==> src/rtl/dbg_abscmd_seq_pkg.sv <==
// Shared debug-module types for the abstract-command sequencer.
// State encoding, cmderr codes, regno ranges and the command layout.
package debug_types;

  typedef enum logic [1:0] {
    S_IDLE,
    S_DECODE,
    S_REQ,
    S_DONE
  } abscmd_state_t;

  localparam logic [2:0] CMDERR_NONE       = 3'd0;
  localparam logic [2:0] CMDERR_BUSY       = 3'd1;
  localparam logic [2:0] CMDERR_NOTSUP     = 3'd2;
  localparam logic [2:0] CMDERR_EXCEPTION  = 3'd3;
  localparam logic [2:0] CMDERR_HALTRESUME = 3'd4;
  localparam logic [2:0] CMDERR_BUS        = 3'd5;
  localparam logic [2:0] CMDERR_OTHER      = 3'd7;

  localparam logic [7:0] CMDTYPE_ACC_REG = 8'd0;
  localparam logic [7:0] CMDTYPE_QUICK   = 8'd1;
  localparam logic [7:0] CMDTYPE_ACC_MEM = 8'd2;

  localparam logic [2:0] AARSIZE_32 = 3'd2;

  localparam logic [15:0] REGNO_GPR_BASE  = 16'h1000;
  localparam logic [15:0] REGNO_GPR_LAST  = 16'h101F;
  localparam logic [15:0] REGNO_CSR_LIMIT = 16'h0FFF;

  typedef struct packed {
    logic [7:0]  cmdtype;
    logic        rsvd;
    logic [2:0]  aarsize;
    logic        postinc;
    logic        postexec;
    logic        transfer;
    logic        write;
    logic [15:0] regno;
  } acc_reg_t;

  function automatic logic is_gpr(input logic [15:0] r);
    return (r >= REGNO_GPR_BASE) && (r <= REGNO_GPR_LAST);
  endfunction

  function automatic logic is_csr(input logic [15:0] r);
    return r <= REGNO_CSR_LIMIT;
  endfunction

endpackage

==> src/rtl/dbg_abscmd_seq_if.sv <==
// Hart debug access port: GPR and CSR request/ack channels.
// master = sequencer side, slave = hart side.
interface dbg_abscmd_seq_if;

  logic [4:0]  rf_addr;
  logic [31:0] rf_wdata;
  logic        rf_write_en;
  logic        rf_read_en;
  logic        rf_write_ack;
  logic        rf_read_ack;
  logic [31:0] rf_rdata;

  logic [11:0] csr_addr;
  logic [31:0] csr_wdata;
  logic        csr_write_en;
  logic        csr_read_en;
  logic        csr_write_ack;
  logic        csr_read_ack;
  logic [31:0] csr_rdata;

  modport master (
    output rf_addr, rf_wdata, rf_write_en, rf_read_en,
    input  rf_write_ack, rf_read_ack, rf_rdata,
    output csr_addr, csr_wdata, csr_write_en, csr_read_en,
    input  csr_write_ack, csr_read_ack, csr_rdata
  );

  modport slave (
    input  rf_addr, rf_wdata, rf_write_en, rf_read_en,
    output rf_write_ack, rf_read_ack, rf_rdata,
    input  csr_addr, csr_wdata, csr_write_en, csr_read_en,
    output csr_write_ack, csr_read_ack, csr_rdata
  );

endinterface

==> src/rtl/dbg_ack_timer.sv <==
// Ack watchdog: counts cycles while enabled, flags the last one.
// Cleared whenever the sequencer is outside its request phase.
module dbg_ack_timer #(
  parameter int unsigned TIMEOUT = 255
) (
  input  logic clk_i,
  input  logic rst_i,
  input  logic clr_i,
  input  logic en_i,
  output logic expired_o
);

  localparam logic [15:0] LAST = 16'(TIMEOUT - 1);

  logic [15:0] cnt_q;
  logic [15:0] cnt_d;

  assign expired_o = en_i && (cnt_q == LAST);

  // advance while waiting, saturate on expiry
  always_comb begin
    cnt_d = cnt_q;
    if (en_i && !expired_o) cnt_d = cnt_q + 16'd1;
  end

  // counter register with sync reset/clear
  always_ff @(posedge clk_i) begin
    if (rst_i || clr_i) cnt_q <= '0;
    else                cnt_q <= cnt_d;
  end

endmodule

==> src/rtl/dbg_abscmd_seq.sv <==
// Access Register abstract-command sequencer for the debug module.
// Define DBG_CSR_ACCESS_EN to enable the CSR access path.
module dbg_abscmd_seq
  import debug_types::*;
#(
  parameter int unsigned TIMEOUT = 255
) (
  input  logic        iClk,
  input  logic        iRst,
  input  logic        iDmActive,
  input  logic        iHalted,
  input  logic        iCmdValid,
  input  logic [31:0] iCmd,
  input  logic [31:0] iData0,
  output logic        oBusy,
  output logic        oCmderrValid,
  output logic [2:0]  oCmderr,
  output logic        oData0Wr,
  output logic [31:0] oData0,
  output logic        oRegnoWr,
  output logic [15:0] oRegno,
  dbg_abscmd_seq_if.master acc
);

  abscmd_state_t state_q, state_d;
  acc_reg_t      cmd_q;
  logic [31:0]   wdata_q, rdata_q;
  logic [2:0]    err_q, dec_err;
  logic          pend_q, dec_go;
  logic          srst, tmo, sel_gpr, gpr_ack, csr_ack, hit_ack;
  logic          in_req, in_done, done_err, done_ok, busy_hit;
  logic [31:0]   csr_rd, hit_rdata;

  assign srst    = iRst || !iDmActive;
  assign in_req  = state_q == S_REQ;
  assign in_done = state_q == S_DONE;
  assign sel_gpr = is_gpr(cmd_q.regno);

  dbg_ack_timer #(.TIMEOUT(TIMEOUT)) u_timer (
    .clk_i     (iClk),
    .rst_i     (srst),
    .clr_i     (!in_req),
    .en_i      (in_req),
    .expired_o (tmo)
  );

  assign gpr_ack = cmd_q.write ? acc.rf_write_ack : acc.rf_read_ack;

`ifdef DBG_CSR_ACCESS_EN
  assign csr_ack = cmd_q.write ? acc.csr_write_ack : acc.csr_read_ack;
  assign csr_rd  = acc.csr_rdata;
`else
  assign csr_ack = 1'b0;
  assign csr_rd  = '0;
  logic unused_csr;
  assign unused_csr = ^{acc.csr_write_ack, acc.csr_read_ack,
                        acc.csr_rdata};
`endif

  assign hit_ack   = sel_gpr ? gpr_ack : csr_ack;
  assign hit_rdata = sel_gpr ? acc.rf_rdata : csr_rd;

  logic unused_cmd;
  assign unused_cmd = cmd_q.rsvd;

  // decode and validate the latched command, first match wins
  always_comb begin
    dec_err = CMDERR_NONE;
    dec_go  = 1'b0;
    if (cmd_q.cmdtype != CMDTYPE_ACC_REG)  dec_err = CMDERR_NOTSUP;
    else if (cmd_q.aarsize != AARSIZE_32)  dec_err = CMDERR_NOTSUP;
    else if (cmd_q.postexec)               dec_err = CMDERR_NOTSUP;
    else if (!cmd_q.transfer)              dec_err = CMDERR_NONE;
    else if (!iHalted)                     dec_err = CMDERR_HALTRESUME;
    else if (is_gpr(cmd_q.regno))          dec_go  = 1'b1;
    else if (is_csr(cmd_q.regno)) begin
`ifdef DBG_CSR_ACCESS_EN
      dec_go  = 1'b1;
`else
      dec_err = CMDERR_NOTSUP;
`endif
    end
    else                                   dec_err = CMDERR_EXCEPTION;
  end

  // state register
  always_ff @(posedge iClk) begin
    if (srst) state_q <= S_IDLE;
    else      state_q <= state_d;
  end

  // next-state logic
  always_comb begin
    state_d = state_q;
    unique case (state_q)
      S_IDLE:   if (iCmdValid) state_d = S_DECODE;
      S_DECODE: state_d = dec_go ? S_REQ : S_DONE;
      S_REQ:    if (hit_ack || tmo) state_d = S_DONE;
      S_DONE:   state_d = S_IDLE;
      default:  state_d = S_IDLE;
    endcase
  end

  // command latch, result capture and deferred busy error
  always_ff @(posedge iClk) begin
    if (srst) begin
      cmd_q   <= '0;
      wdata_q <= '0;
      rdata_q <= '0;
      err_q   <= CMDERR_NONE;
      pend_q  <= 1'b0;
    end else begin
      pend_q <= busy_hit && done_err;
      if (state_q == S_IDLE && iCmdValid) begin
        cmd_q   <= acc_reg_t'(iCmd);
        wdata_q <= iData0;
        err_q   <= CMDERR_NONE;
      end
      if (state_q == S_DECODE) err_q <= dec_err;
      if (in_req && hit_ack)   rdata_q <= hit_rdata;
      else if (in_req && tmo)  err_q <= CMDERR_BUS;
    end
  end

  // DM-side outputs and access port drive
  always_comb begin
    oBusy        = state_q != S_IDLE;
    busy_hit     = iCmdValid && oBusy;
    done_err     = in_done && (err_q != CMDERR_NONE);
    done_ok      = in_done && (err_q == CMDERR_NONE) && cmd_q.transfer;
    oCmderrValid = done_err || busy_hit || pend_q;
    oCmderr      = CMDERR_NONE;
    if (done_err)                oCmderr = err_q;
    else if (busy_hit || pend_q) oCmderr = CMDERR_BUSY;
    oData0Wr = done_ok && !cmd_q.write;
    oData0   = oData0Wr ? rdata_q : '0;
    oRegnoWr = done_ok && cmd_q.postinc;
    oRegno   = oRegnoWr ? cmd_q.regno + 16'd1 : '0;
  end

  assign acc.rf_read_en  = in_req && sel_gpr && !cmd_q.write;
  assign acc.rf_write_en = in_req && sel_gpr && cmd_q.write;
  assign acc.rf_addr     = (in_req && sel_gpr) ? cmd_q.regno[4:0] : '0;
  assign acc.rf_wdata    = acc.rf_write_en ? wdata_q : '0;

`ifdef DBG_CSR_ACCESS_EN
  assign acc.csr_read_en  = in_req && !sel_gpr && !cmd_q.write;
  assign acc.csr_write_en = in_req && !sel_gpr && cmd_q.write;
  assign acc.csr_addr     = (in_req && !sel_gpr) ? cmd_q.regno[11:0] : '0;
  assign acc.csr_wdata    = acc.csr_write_en ? wdata_q : '0;
`else
  assign acc.csr_read_en  = 1'b0;
  assign acc.csr_write_en = 1'b0;
  assign acc.csr_addr     = '0;
  assign acc.csr_wdata    = '0;
`endif

endmodule

==> src/flat_wrapper.sv <==
// flat-port wrapper written by rule: the top's interface ports become plain ports
module dbg_abscmd_seq_flat import debug_types::*;
#(
  parameter int unsigned TIMEOUT = 255
)
  (iClk, iRst, iDmActive, iHalted, iCmdValid, iCmd, iData0, oBusy, oCmderrValid, oCmderr, oData0Wr, oData0, oRegnoWr, oRegno, acc_rf_addr, acc_rf_wdata, acc_rf_write_en, acc_rf_read_en, acc_rf_write_ack, acc_rf_read_ack, acc_rf_rdata, acc_csr_addr, acc_csr_wdata, acc_csr_write_en, acc_csr_read_en, acc_csr_write_ack, acc_csr_read_ack, acc_csr_rdata);
  dbg_abscmd_seq_if acc_i ();
  input  logic iClk;
  input  logic iRst;
  input  logic iDmActive;
  input  logic iHalted;
  input  logic iCmdValid;
  input  logic [31:0] iCmd;
  input  logic [31:0] iData0;
  output logic oBusy;
  output logic oCmderrValid;
  output logic [2:0] oCmderr;
  output logic oData0Wr;
  output logic [31:0] oData0;
  output logic oRegnoWr;
  output logic [15:0] oRegno;
  output wire logic [$bits(acc_i.rf_addr)-1:0] acc_rf_addr;
  output wire logic [$bits(acc_i.rf_wdata)-1:0] acc_rf_wdata;
  output wire logic [$bits(acc_i.rf_write_en)-1:0] acc_rf_write_en;
  output wire logic [$bits(acc_i.rf_read_en)-1:0] acc_rf_read_en;
  input wire logic [$bits(acc_i.rf_write_ack)-1:0] acc_rf_write_ack;
  input wire logic [$bits(acc_i.rf_read_ack)-1:0] acc_rf_read_ack;
  input wire logic [$bits(acc_i.rf_rdata)-1:0] acc_rf_rdata;
  output wire logic [$bits(acc_i.csr_addr)-1:0] acc_csr_addr;
  output wire logic [$bits(acc_i.csr_wdata)-1:0] acc_csr_wdata;
  output wire logic [$bits(acc_i.csr_write_en)-1:0] acc_csr_write_en;
  output wire logic [$bits(acc_i.csr_read_en)-1:0] acc_csr_read_en;
  input wire logic [$bits(acc_i.csr_write_ack)-1:0] acc_csr_write_ack;
  input wire logic [$bits(acc_i.csr_read_ack)-1:0] acc_csr_read_ack;
  input wire logic [$bits(acc_i.csr_rdata)-1:0] acc_csr_rdata;
  assign acc_rf_addr = acc_i.rf_addr;
  assign acc_rf_wdata = acc_i.rf_wdata;
  assign acc_rf_write_en = acc_i.rf_write_en;
  assign acc_rf_read_en = acc_i.rf_read_en;
  assign acc_i.rf_write_ack = acc_rf_write_ack;
  assign acc_i.rf_read_ack = acc_rf_read_ack;
  assign acc_i.rf_rdata = acc_rf_rdata;
  assign acc_csr_addr = acc_i.csr_addr;
  assign acc_csr_wdata = acc_i.csr_wdata;
  assign acc_csr_write_en = acc_i.csr_write_en;
  assign acc_csr_read_en = acc_i.csr_read_en;
  assign acc_i.csr_write_ack = acc_csr_write_ack;
  assign acc_i.csr_read_ack = acc_csr_read_ack;
  assign acc_i.csr_rdata = acc_csr_rdata;
  dbg_abscmd_seq #(.TIMEOUT(TIMEOUT)) u_core (.iClk(iClk), .iRst(iRst), .iDmActive(iDmActive), .iHalted(iHalted), .iCmdValid(iCmdValid), .iCmd(iCmd), .iData0(iData0), .oBusy(oBusy), .oCmderrValid(oCmderrValid), .oCmderr(oCmderr), .oData0Wr(oData0Wr), .oData0(oData0), .oRegnoWr(oRegnoWr), .oRegno(oRegno), .acc(acc_i));
endmodule
==> config.mk <==
export PLATFORM = sky130hd
export DESIGN_NAME = dbg_abscmd_seq_flat
export DESIGN_NICKNAME = d
export VERILOG_FILES = /design/src/rtl/dbg_abscmd_seq_pkg.sv /design/src/rtl/dbg_abscmd_seq_if.sv /design/src/rtl/dbg_ack_timer.sv /design/src/rtl/dbg_abscmd_seq.sv /design/src/flat_wrapper.sv
export SDC_FILE = /design/constraint.sdc
export NUM_CORES = 1
export LEC_CHECK = 0
export CELL_PAD_IN_SITES_DETAIL_PLACEMENT = 0
export CELL_PAD_IN_SITES_GLOBAL_PLACEMENT = 1
export CORE_ASPECT_RATIO = 1.75
export CORE_MARGIN = 5
export CORE_UTILIZATION = 31
export DETAILED_ROUTE_END_ITERATION = 10
export GPL_ROUTABILITY_DRIVEN = 0
export HOLD_SLACK_MARGIN = 0.03
export PLACE_DENSITY_LB_ADDON = 0.1
export SKIP_CTS_REPAIR_TIMING = 1
export SYNTH_ARGS = -nofsm -noshare
export SYNTH_HDL_FRONTEND = slang
export SYNTH_SLANG_ARGS = --single-unit
==> constraint.sdc <==
create_clock -name iClk -period 4.2 [get_ports iClk]
set_clock_uncertainty 0.15 [all_clocks]
set_input_delay 1.05 -clock iClk [delete_from_list [all_inputs] [get_ports iClk]]
set_output_delay 1.05 -clock iClk [all_outputs]
set_load 0.005 [all_outputs]
==> results.tsv <==
stage	metric	value	unit
route	topRoutingLayerUsed	met4	
route	viasPerCell	4.81	
clocking	cts.clk_slew.worst_paths	0.06	ns
synth	synth_warnings	0	
sta	fmax	0.260	GHz
die	die_h	194	microns
die	ios	277	
final_layout	num_antenna_cells	0	
die	core.rowCount	67	
die	core	19100	sq um
route	wl_met1	7840	microns
synth	synth-main-ff-cell	dfxtp_1	
clocking	clk_path_buf_depth	2	
final_layout	nFillCells	1975	
min_path	min_to	u_core.wdata_q[7]	
worst_setup_path	reg2reg_from	u_core.cmd_q[16]	
sta	relSlewSlack	0.381	
synth	yosysTopAreaCellShare	0.391	
synth	ys_seq_area_frac	0.391	
route	route.detailed.drc	0	
sta	setup_viol	0	
synth	ys_seq_elements	117	
sta	finalCritPeriodShare	0.915	
synth	syn_inst	783	
run_status	status	completed	
final_layout	final_nets	1096	
route	drt_iter0_markers	311	
sta	finalHoldViolCount	0	
clocking	clock_sink_count	117	
route	wl_met3	1400	microns
sta	min_period	3.84	ns
final_layout	design_area	8570	sq um
worst_setup_path	cp_data_arrival_time	2.64	ns
die	die_area	22300	sq um
synth	async_flop_share	0	
worst_setup_path	critPathRequiredTime	3.00	ns
final_layout	drive_gt1_frac	0.0571	
synth	synth_edf_count	0	
final_layout	regArea	2340	sq um
place	dpl_cell_area	7970	sq um
final_layout	fin_util	0.448	
grt	grt_pass1_vias	5753	
power_and_ir_drop	p_per_area	340	nW/um^2
grt	grt_pass1_wl	31100	microns
synth	synth_cell_types	51	
min_path	worstHoldPathType	reg -> reg	
route	wl	19900	microns
run	maxCapViolations	0	
synth	syn_area_per_cell	7.65	sq um
clocking	clock-root-buffer	clkbuf_16	
sta	rsz0062_at_grt	no	
worst_setup_path	reg2reg_to	u_core.state_q[1]	
min_path	min_from	u_core.wdata_q[7]	
place	post-dp-hpwl	13600	microns
synth	yosysTopAreaCell	dfxtp_1	
clocking	numCtsBuffers	17	
worst_setup_path	endpoint_kind	output port	
synth	yosys-top-cells-area	dfxtp_1 (39%), nand2_1 (9.1%), a21oi_1 (8.9%)	
die	die_w	115	microns
grt	grt_overflow_total	0	
synth	syn_area	5990	sq um
worst_setup_path	crit_fanout	7	
synth	netlist_top_cells_count	nand2_1 (145), dfxtp_1 (117), a21oi_1 (106), buf_4 (49), nand3_1 (46)	
power_and_ir_drop	leakage	3.21	nW
route	met2_length	10100	microns
grt	grt_max_degree	69	
grt	global_route.usage.total	0.175	
worst_setup_path	r2r_slack	1.87	ns
route	dr.pass1.iters	4	
grt	antenna_found_initial	0	
synth	yosysMostFrequentCell	nand2_1	
sta	setup_tns	0	ns
worst_setup_path	r2r_cells	5	
route	routedWlPerCell	16.5	microns
sta	maxSlewViolCount	0	
place	port_buffers	195	
die	start_util	0.313	
clocking	clk_latency	0.41	ns
route	num_vias	5786	
min_path	hold_path_depth	2	
place	dp_slack	0.381	ns
worst_setup_path	cp-start-kind	flip-flop	
sta	fin_ws	0.358	ns
power_and_ir_drop	peakVddDrop	0.000204	V
final_layout	multiInputGateArea	3200	sq um
route	drtAntennaViolNets	0	
sta	tightest_slew	0.909	ns
clocking	cts_tree	yes	
final_layout	synthToLayoutAreaGrowth	43.1	%
worst_setup_path	crit_type	reg -> out	
clocking	cts.htree.levels	4	
==> sequential cells by signal (all words and copies together), names as in the netlist <==
name / flops
u_core.err_q: 3
u_core.pend_q: 1
u_core.wdata_q: 32
u_core.cmd_q: 31
u_core.rdata_q: 32
u_core.u_timer.cnt_q: 16
u_core.state_q: 2
==> power by group <==
part / internal [mW] / leakage, nW / total (mW) / switching, mW
clock: 1.00 / 0.293 / 1.51 / 0.513
sequential: 1.13 / 0.947 / 1.15 / 0.0183
combinational: 0.125 / 1.96 / 0.253 / 0.128
total: 2.26 / 3.21 / 2.92 / 0.659
==> metrics by stage <==
stage | power (mW) | instances | hold slack, ns
after global placement | 1.43 | 1173 | 0.288
final | 2.92 | 1204 | 0.298
after floorplan | 1.31 | 828 | 0.282
after detailed placement | 1.43 | 1173 | 0.293
after CTS | 2.96 | 1204 | 0.300
after global routing | 3.02 | 1204 | 0.317
==> area by class of cell <==
class / instances / share of cell area
Inverter: 12 / 0.00526
Clock inverter: 10 / 0.0181
Timing Repair Buffer: 206 / 0.242
Tap cell: 241 / 0.0352
Multi-Input combinational cell: 597 / 0.374
Sequential cell: 117 / 0.273
Clock buffer: 21 / 0.0526
==> layer usage <==
metal,global-route usage,vias up
li1,-,2926
met1,0.195,2654
met2,0.306,179
met3,0.0509,27
met4,0.0722,0
met5,0,-
==> logic make-up (layout without fill, tap and decap cells) <==
family,Yosys count,count (layout),synth area share
adders and majority gates,8,8,0.0167
and+or+nand+nor,360,360,0.309
DFF,117,117,0.391
xor gates and xnor gates,13,13,0.0190
muxes,4,4,0.00690
buffers and inverters,114,249,0.106
other,1,46,0.000626
AOI/OAI and AO/OA,166,166,0.150
==> critical path, cell delays in order, from the launching register on <==
cell	delay (ns)
dfxtp_1	0.46
and4_1	0.38
nand4_1	0.24
or3_1	0.40
a21oi_1	0.21
clkdlybuf4s50_1	0.54
==> layout by cell type (no fill, tap or decap), types with 14 or more instances in the layout <==
| cell type | count |
|---|---|
| clkdlybuf4s50_1 | 195 |
| nor2_1 | 27 |
| conb_1 | 46 |
| and2_1 | 43 |
| nand3_1 | 46 |
| dfxtp_1 | 117 |
| nand2_1 | 144 |
| clkbuf_16 | 17 |
| nand4_1 | 14 |
| and3_1 | 39 |
| a21oi_1 | 106 |
| o21ai_0 | 40 |
==> worst max-delay path by stage <==
stage	from	end	slack (ns)	depth (start not counted)
floorplan	iCmdValid	oCmderr[0]	1.36	3
global placement	iCmdValid	oCmderr[0]	0.39	5
detailed placement	iCmdValid	oCmderr[0]	0.38	5
CTS	u_core.cmd_q[2]	oRegno[15]	0.30	5
global route	u_core.cmd_q[2]	oRegno[15]	0.18	5
finish	u_core.cmd_q[2]	oRegno[15]	0.36	5
Note: power is estimated with default switching activity, not from simulation.
